===== src/rtl/fp_mul_seq.sv =====
// fp_mul_seq: iterative IEEE-754-style multiplier, shift-add mantissa, RNE.
// Ports: clk, reset(sync, low), en/num1/num2 in; res/val/busy/flags out.
`timescale 1ns/1ps
module fp_mul_seq #(
    parameter int EXP_W = 8,
    parameter int MAN_W = 23
) (
    input  logic                       clk,
    input  logic                       reset,
    input  logic                       en,
    input  logic [EXP_W+MAN_W:0]       num1,
    input  logic [EXP_W+MAN_W:0]       num2,
    output logic [EXP_W+MAN_W:0]       res,
    output logic                       val,
    output logic                       busy,
    output logic [3:0]                 flags
);
    localparam int M    = MAN_W + 1;
    localparam int W    = 1 + EXP_W + MAN_W;
    localparam int BIAS = (1 << (EXP_W - 1)) - 1;
    localparam int CW   = $clog2(M);
    localparam int EW   = EXP_W + 2;

    localparam logic signed [EW-1:0] BIAS_E = EW'(BIAS);
    localparam logic signed [EW-1:0] E_MAX  = EW'((1 << EXP_W) - 1);
    localparam logic signed [EW-1:0] E_ZERO = '0;
    localparam logic [W-1:0] QNAN =
        {1'b0, {EXP_W{1'b1}}, 1'b1, {(MAN_W-1){1'b0}}};

    typedef enum logic [1:0] {IDLE, MUL, RND} state_t;
    state_t state, state_nx;

    // operand decode
    logic [EXP_W-1:0] ea, eb;
    logic [MAN_W-1:0] fa, fb;
    logic             a_zero_c, a_inf_c, a_nan_c, a_snan_c;
    logic             b_zero_c, b_inf_c, b_nan_c, b_snan_c;
    logic signed [EW-1:0] e_c;

    assign ea = num1[W-2:MAN_W];
    assign eb = num2[W-2:MAN_W];
    assign fa = num1[MAN_W-1:0];
    assign fb = num2[MAN_W-1:0];

    assign a_zero_c = (ea == '0);
    assign a_inf_c  = (&ea) && (fa == '0);
    assign a_nan_c  = (&ea) && (fa != '0);
    assign a_snan_c = a_nan_c && !fa[MAN_W-1];
    assign b_zero_c = (eb == '0);
    assign b_inf_c  = (&eb) && (fb == '0);
    assign b_nan_c  = (&eb) && (fb != '0);
    assign b_snan_c = b_nan_c && !fb[MAN_W-1];

    assign e_c = $signed({2'b00, ea}) + $signed({2'b00, eb}) - BIAS_E;

    // registered operation state
    logic [2*M-1:0]       mcand;
    logic [M-1:0]         mpl;
    logic [2*M-1:0]       acc;
    logic [CW-1:0]        cnt;
    logic signed [EW-1:0] e_r;
    logic                 sgn;
    logic                 a_zero, a_inf, a_nan, a_snan;
    logic                 b_zero, b_inf, b_nan, b_snan;

    // rounding / result selection
    logic                 top;
    logic [2*M-2:0]       norm;
    logic [MAN_W-1:0]     frac;
    logic                 g, r, s, inc;
    logic [MAN_W:0]       frac_inc;
    logic signed [EW-1:0] e_fin;
    logic [W-1:0]         res_c;
    logic [3:0]           flags_c;
    logic                 any_nan, inf_zero;

    assign busy = (state != IDLE);

    always_ff @(posedge clk) begin
        if (!reset) state <= IDLE;
        else        state <= state_nx;
    end

    always_comb begin
        state_nx = state;
        unique case (state)
            IDLE: if (en) state_nx = MUL;
            MUL:  if (cnt == CW'(M - 1)) state_nx = RND;
            RND:  state_nx = IDLE;
            default: state_nx = IDLE;
        endcase
    end

    // hidden bit sits at 2M-1 or 2M-2; norm drops it
    always_comb begin
        top      = acc[2*M-1];
        norm     = top ? acc[2*M-2:0] : {acc[2*M-3:0], 1'b0};
        frac     = norm[2*M-2:M];
        g        = norm[M-1];
        r        = norm[M-2];
        s        = |norm[M-3:0];
        inc      = g & (r | s | frac[0]);
        frac_inc = {1'b0, frac} + (MAN_W+1)'(inc);
        e_fin    = e_r + EW'(top) + EW'(frac_inc[MAN_W]);
    end

    always_comb begin
        any_nan  = a_nan | b_nan;
        inf_zero = (a_inf & b_zero) | (b_inf & a_zero);
        res_c    = '0;
        flags_c  = '0;
        if (any_nan || inf_zero) begin
            res_c      = QNAN;
            flags_c[3] = inf_zero | a_snan | b_snan;
        end else if (a_inf || b_inf) begin
            res_c = {sgn, {EXP_W{1'b1}}, {MAN_W{1'b0}}};
        end else if (a_zero || b_zero) begin
            res_c = {sgn, {(W-1){1'b0}}};
        end else if (e_fin >= E_MAX) begin
            res_c   = {sgn, {EXP_W{1'b1}}, {MAN_W{1'b0}}};
            flags_c = 4'b0101;
        end else if (e_fin <= E_ZERO) begin
            res_c   = {sgn, {(W-1){1'b0}}};
            flags_c = 4'b0011;
        end else begin
            // carry-out leaves frac_inc low bits at zero
            res_c      = {sgn, e_fin[EXP_W-1:0], frac_inc[MAN_W-1:0]};
            flags_c[0] = g | r | s;
        end
    end

    always_ff @(posedge clk) begin
        if (!reset) begin
            mcand  <= '0;
            mpl    <= '0;
            acc    <= '0;
            cnt    <= '0;
            e_r    <= '0;
            sgn    <= 1'b0;
            a_zero <= 1'b0;
            a_inf  <= 1'b0;
            a_nan  <= 1'b0;
            a_snan <= 1'b0;
            b_zero <= 1'b0;
            b_inf  <= 1'b0;
            b_nan  <= 1'b0;
            b_snan <= 1'b0;
            res    <= '0;
            flags  <= '0;
            val    <= 1'b0;
        end else begin
            val <= 1'b0;
            unique case (state)
                IDLE: begin
                    if (en) begin
                        mcand  <= {{M{1'b0}}, 1'b1, fa};
                        mpl    <= {1'b1, fb};
                        acc    <= '0;
                        cnt    <= '0;
                        e_r    <= e_c;
                        sgn    <= num1[W-1] ^ num2[W-1];
                        a_zero <= a_zero_c;
                        a_inf  <= a_inf_c;
                        a_nan  <= a_nan_c;
                        a_snan <= a_snan_c;
                        b_zero <= b_zero_c;
                        b_inf  <= b_inf_c;
                        b_nan  <= b_nan_c;
                        b_snan <= b_snan_c;
                    end
                end
                MUL: begin
                    acc   <= acc + (mpl[0] ? mcand : '0);
                    mcand <= mcand << 1;
                    mpl   <= mpl >> 1;
                    cnt   <= cnt + CW'(1);
                end
                RND: begin
                    res   <= res_c;
                    flags <= flags_c;
                    val   <= 1'b1;
                end
                default: ;
            endcase
        end
    end
endmodule


===== config.mk =====
export PLATFORM = sky130hd
export DESIGN_NAME = fp_mul_seq
export DESIGN_NICKNAME = d
export VERILOG_FILES = /design/src/rtl/fp_mul_seq.sv
export SDC_FILE = /design/constraint.sdc
export NUM_CORES = 1
export LEC_CHECK = 0
export ABC_AREA = 1
export CAP_MARGIN = 20
export CORE_MARGIN = 8
export CORE_UTILIZATION = 60
export DETAILED_ROUTE_END_ITERATION = 7
export GPL_TIMING_DRIVEN = 0
export PLACE_DENSITY = 0.81
export SETUP_SLACK_MARGIN = 0.5
export SYNTH_ARGS = -nofsm -noshare
export SYNTH_HDL_FRONTEND = slang
export SYNTH_SLANG_ARGS = --single-unit
export TNS_END_PERCENT = 10

===== constraint.sdc =====
create_clock -name clk -period 3.9 [get_ports clk]
set_input_delay 0.585 -clock clk [delete_from_list [all_inputs] [get_ports clk]]
set_output_delay 0.585 -clock clk [all_outputs]
set_load 0.05 [all_outputs]

* Word level (Yosys, flattened, before mapping) *
Cells that the tools add are included.

operators by class
  bitwise operators = 12
  equal/unequal tests = 5
  magnitude comparators = 2
  reduce and logical (&&, ||, !) cells = 26
  add/subtract/negate cells = 7
  muxes and demuxes = 26

operators by type and width
  operator                count
  $pmux W48 S2            2
  $mux W48                3
  $mux W31                4
  $add A48 B48 Y48        1
  $pmux W24 S2            1
  $mux W47                1
  $logic_not A23 Y1       2
  $reduce_bool A23 Y1     2
  $mux W32                1
  $add A23 B1 Y24         1
  $mux W24                1
  $reduce_or A22 Y1       1
  $add A10 B1 Y10         2
  $logic_not A8 Y1        2
  $reduce_and A8 Y1       2
  $mux W4                 3
  $ge A10 B9 Y1 const B   1
  $le A10 B1 Y1 const B   1
  $pmux W5 S2             1
  $sub A9 B7 Y10 const B  1
  $add A8 B8 Y9           1
  $or A1 B1 Y1            8
  $logic_and A1 B1 Y1     6
  $reduce_and A2 Y1       3
  other kinds (16)        27

word-level totals
  register bits = 183
  logic and storage cells = 96

* Logic depth before layout (Yosys ltp) *
  word-level depth = 13
  mapped depth = 25
  depth with buffers taken out = 22

* Worst setup path before layout *
No wires, ideal clock.

  path kind = register to register
  start point = register acc[47]
  end point = register res[6]
  setup slack = 700 ps
  cell stages (with the launch flop) = 21
  clock period less this slack = 3200 ps
  path buffers = 2
  arrival time = 3059 ps
  cells stage by stage = dfxtp_1 -> buf_6 -> o21ai_0 -> nand2_1 -> nor2_1 -> inv_1 -> nor2_2 -> and2_1 -> nand4_1 -> fa_1 -> inv_1 -> nand3_1 -> nand2_1 -> nand2_1 -> nor3_1 -> nand3_2 -> nand2_1 -> nor2_4 -> buf_12 -> nand2_2 -> a21oi_2

on the way
  cells in the longest elaborated chain, start to end = 13
  elaborated cells between the ends (all ways) = 15

RTL lines
  what                        RTL line  RTL
  from (decl)                 59        logic [2*M-1:0] acc;
  from (signal assigned)      173       acc <= acc + (mpl[0] ? mcand : '0);
  $mux W47                    97        norm = top ? acc[2*M-2:0] : {acc[2*M-3:0], 1'b0};
  $reduce_or A22 Y1           101       s = |norm[M-3:0];
  $or A1 B1 Y1 (2 in series)  102       inc = g & (r | s | frac[0]);
  $and A1 B1 Y1               102
  $add A23 B1 Y24             103       frac_inc = {1'b0, frac} + (MAN_W+1)'(inc);
  $add A10 B1 Y10             104       e_fin = e_r + EW'(top) + EW'(frac_inc[MAN_W]);
  $le A10 B1 Y1               122       end else if (e_fin <= E_ZERO) begin
  $mux W31                    122
  $mux W31 *                  119       end else if (e_fin >= E_MAX) begin
  $mux W31 *                  117       end else if (a_zero || b_zero) begin
  $mux W31 *                  115       end else if (a_inf || b_inf) begin
  $mux W32 *                  112       if (any_nan || inf_zero) begin
  to (signal assigned)        179       res <= res_c;
  to (decl)                   13        output logic [EXP_W+MAN_W:0] res,

Mark *: on every way between the ends. The rest lies on a longest branch, timed or not.
A chain may end at the register's enable or synchronous reset.

* Worst setup path in the final report *
  start point = register acc[47]
  end point = register res[21]

The elaborated chain is that of the path after synthesis.

==> impl_metrics.json <==
{
  "outcome": "complete, no violations",
  "n_antenna_cell": 0,
  "clockBufferDepth": 2,
  "drc": 0,
  "switching_share_pct": 29.2,
  "worst_slew_pin_slew_ns": 0.869,
  "holdCritStartpoint": "mpl[5]$_SDFFE_PN0P_",
  "rr_startpoint": "acc[47]$_SDFFE_PN0P_",
  "hp-class": "reg -> reg",
  "wl_per_cell_um": 16.8,
  "hold_buffers": 0,
  "cts_buffers": 17,
  "cts_tree": "yes",
  "cap_violations": 0,
  "syn_nets": 2364,
  "dpl.cell_count": 2614,
  "htree_levels": 4,
  "drive_above_1_share_pct": 7.20,
  "max_freq_mhz": 275,
  "power_density_mw_per_mm2": 282,
  "final_cell_mix": "701 x nand2_1, 395 x inv_1, 182 x dfxtp_1",
  "dp_hpwl_mm": 34.5,
  "drv_slew": 0,
  "synth_area_mm2": 0.0133,
  "yosys_warnings": 0,
  "placementRows": 54,
  "finalCritPeriodShare_pct": 93.1,
  "place_congestion": 1.03,
  "io_pins": 105,
  "grt_pass1_vias": 13957,
  "cp_max_fo": 5,
  "sequentialPowerShare_pct": 44.8,
  "ant_nets": 0,
  "layout_min_cycle_time_ns": 3.63,
  "stdcell_count": 2682,
  "cts.sinks": 183,
  "root_buffer": "clkbuf_16",
  "path_class": "reg -> reg",
  "via_count": 15001,
  "pwr-share-comb_pct": 16.1,
  "core-area_mm2": 0.0218,
  "nets": 2523,
  "die_w_um": 165,
  "rsz0062_at_grt": "yes",
  "portBuffers": 104,
  "grt_pass1_wl_mm": 69.8,
  "grt_max_degree": 17,
  "ys_seq_elements": 183,
  "die_h_um": 165,
  "dr.pass1.iters": 6,
  "synthCells": 2230,
  "clkPwrFrac_pct": 39.1,
  "hold_viol": 0,
  "irDropWorstVdd_mv": 0.296,
  "synth_enable_flop_cells": 0,
  "synth.distinct_cells": 49,
  "crit_path_start_kind": "flip-flop",
  "start_util_pct": 61.0,
  "grt-ovfl-total": 0,
  "setup_violations": 0,
  "grt_usage_pct": 32.2,
  "viasPerCell": 5.59,
  "p_leak_uw": 0.00769,
  "synthArstFlopShare_pct": 0,
  "clock-skew-final_ns": 0.0122,
  "ys_seq_area_share_pct": 27.5,
  "clk_pin_slew_ns": 0.07,
  "final_common_cell": "nand2_1",
  "drt_iter0_drc": 1505,
  "crit_arrival_ns": 4.00,
  "required_ns": 4.27,
  "crit_start": "acc[47]$_SDFFE_PN0P_",
  "routed_wl_mm": 45.1,
  "p_int_uw": 3160,
  "final_util_pct": 72.6,
  "antenna_found_initial": 0,
  "die-area_mm2": 0.0272,
  "p_switching_uw": 1310,
  "clock_latency_ns": 0.44,
  "synthToLayoutAreaGrowth_pct": 19.0,
  "slew_headroom_pct": 42.1,
  "endpoint_kind": "flip-flop",
  "syn_area_per_cell_um2": 5.97,
  "ys.flop_type": "dfxtp_1"
}
[power groups by stage]
stage | Clock (uW) | Sequential [uW] | Combinational [uW]
2_1_floorplan | 0 | 2030 | 405
3_3_place_gp | 0 | 2040 | 624
3_5_place_dp | 0 | 2040 | 640
4_1_cts | 1750 | 2000 | 662
5_1_grt | 1820 | 2010 | 778
6_report | 1750 | 2000 | 720
[synth_stat cells (5+ instances only)]
master / number / area share, %
or2_2: 9 / 0.42
nand4_1: 34 / 1.6
inv_1: 399 / 11
o22ai_1: 5 / 0.24
o21a_1: 19 / 1.1
nand3b_1: 11 / 0.62
clkbuf_1: 56 / 1.6
xor2_1: 17 / 1.1
nand2_2: 11 / 0.52
ha_1: 64 / 6.0
nand2_1: 722 / 20
a221oi_1: 7 / 0.46
nor2_1: 173 / 4.9
a21oi_2: 10 / 0.66
o21ai_0: 83 / 3.1
buf_1: 8 / 0.23
nor3_1: 16 / 0.60
a21oi_1: 185 / 7.0
o21bai_1: 7 / 0.39
o21ai_1: 9 / 0.34
o221ai_1: 23 / 1.5
dfxtp_1: 183 / 28
and2_1: 6 / 0.28
nor4_1: 12 / 0.56
nand3_1: 105 / 3.9
a22oi_1: 10 / 0.56
[worst max-delay path, cell delays in order (launching register included)]
cell and delay, ns:
dfxtp_2 0.36, buf_6 0.14, buf_6 0.13, nand2_2 0.06, nand2_2 0.09, nand2_2 0.08
nor2_4 0.13, nand3_2 0.11, nor2_4 0.12, and2_4 0.15, nand4_1 0.24, fa_2 0.52
buf_6 0.16, o21ai_0 0.19, nand2_1 0.12, nand2_1 0.11, nor3_2 0.05, nand3_2 0.15
buf_4 0.14, nand3_2 0.12, nor2_1 0.18, nand2_1 0.08, a21oi_1 0.11
[kinds of logic after synthesis]
family / after synthesis / share of synthesized area [%]
flops: 183 / 27.5
compound gates: 374 / 16.3
fa+ha+maj: 67 / 6.47
simple gates: 1113 / 34.8
buf+inv: 474 / 13.7
xor+xnor: 19 / 1.25
[sequential cells by signal, summed over array words and instances (netlist names)]
register / count
a_snan: 1
res: 32
b_inf: 1
b_zero: 1
a_nan: 1
a_inf: 1
a_zero: 1
mpl: 24
cnt: 5
b_nan: 1
e_r: 10
flags: 4
sgn: 1
mcand: 48
state: 2
val: 1
acc: 48
b_snan: 1
[routing by layer]
metal	up-vias	wire length [um]	GRT usage (%)
li1	7370	-	-
met1	6750	18900	41.5
met2	745	20400	52.6
met3	136	3870	5.68
met4	0	1820	12.7
met5	-	0	0
[repair_timing]
action,CTS,global route
pin swaps,14,25
setup buffers,20,13
endpoints found under the setup margin,34,37
resized for setup,43,41
gates cloned,3,0
[final cells by class]
| type | count | area [um2] |
|---|---|---|
| buffer | 72 | 339 |
| tap | 280 | 350 |
| multi-input combinational | 1573 | 8040 |
| timing repair buffer | 140 | 1360 |
| clock buffer | 24 | 492 |
| fill | 1878 | 5980 |
| sequential | 183 | 3660 |
| clock inverter | 8 | 87.6 |
| inverter | 402 | 1510 |
[path summary, 6_finish.rpt]
path,to,slack [ns],cells past startpoint
max,res[21]$_SDFFE_PN0P_,0.27,22
max reg2reg,res[21]$_SDFFE_PN0P_,0.27,22
min,mpl[5]$_SDFFE_PN0P_,0.46,2
min reg2reg,mpl[5]$_SDFFE_PN0P_,0.46,2
[stage by stage]
| stage | total power (uW) | hold slack, ns | instance area [um2] | setup TNS (ns) | setup slack [ns] |
|---|---|---|---|---|---|
| 2_1_floorplan | 2430 | 0.425 | 13300 | 0 | 0.700 |
| 3_3_place_gp | 2660 | 0.439 | 14700 | 0 | 0.00153 |
| 3_5_place_dp | 2680 | 0.447 | 14700 | -0.298 | -0.0401 |
| 4_1_cts | 4410 | 0.455 | 15600 | 0 | 0.403 |
| 5_1_grt | 4610 | 0.476 | 15800 | 0 | 0.0728 |
| 6_report | 4470 | 0.458 | 15800 | 0 | 0.268 |
(Power assumes the default switching activity.)
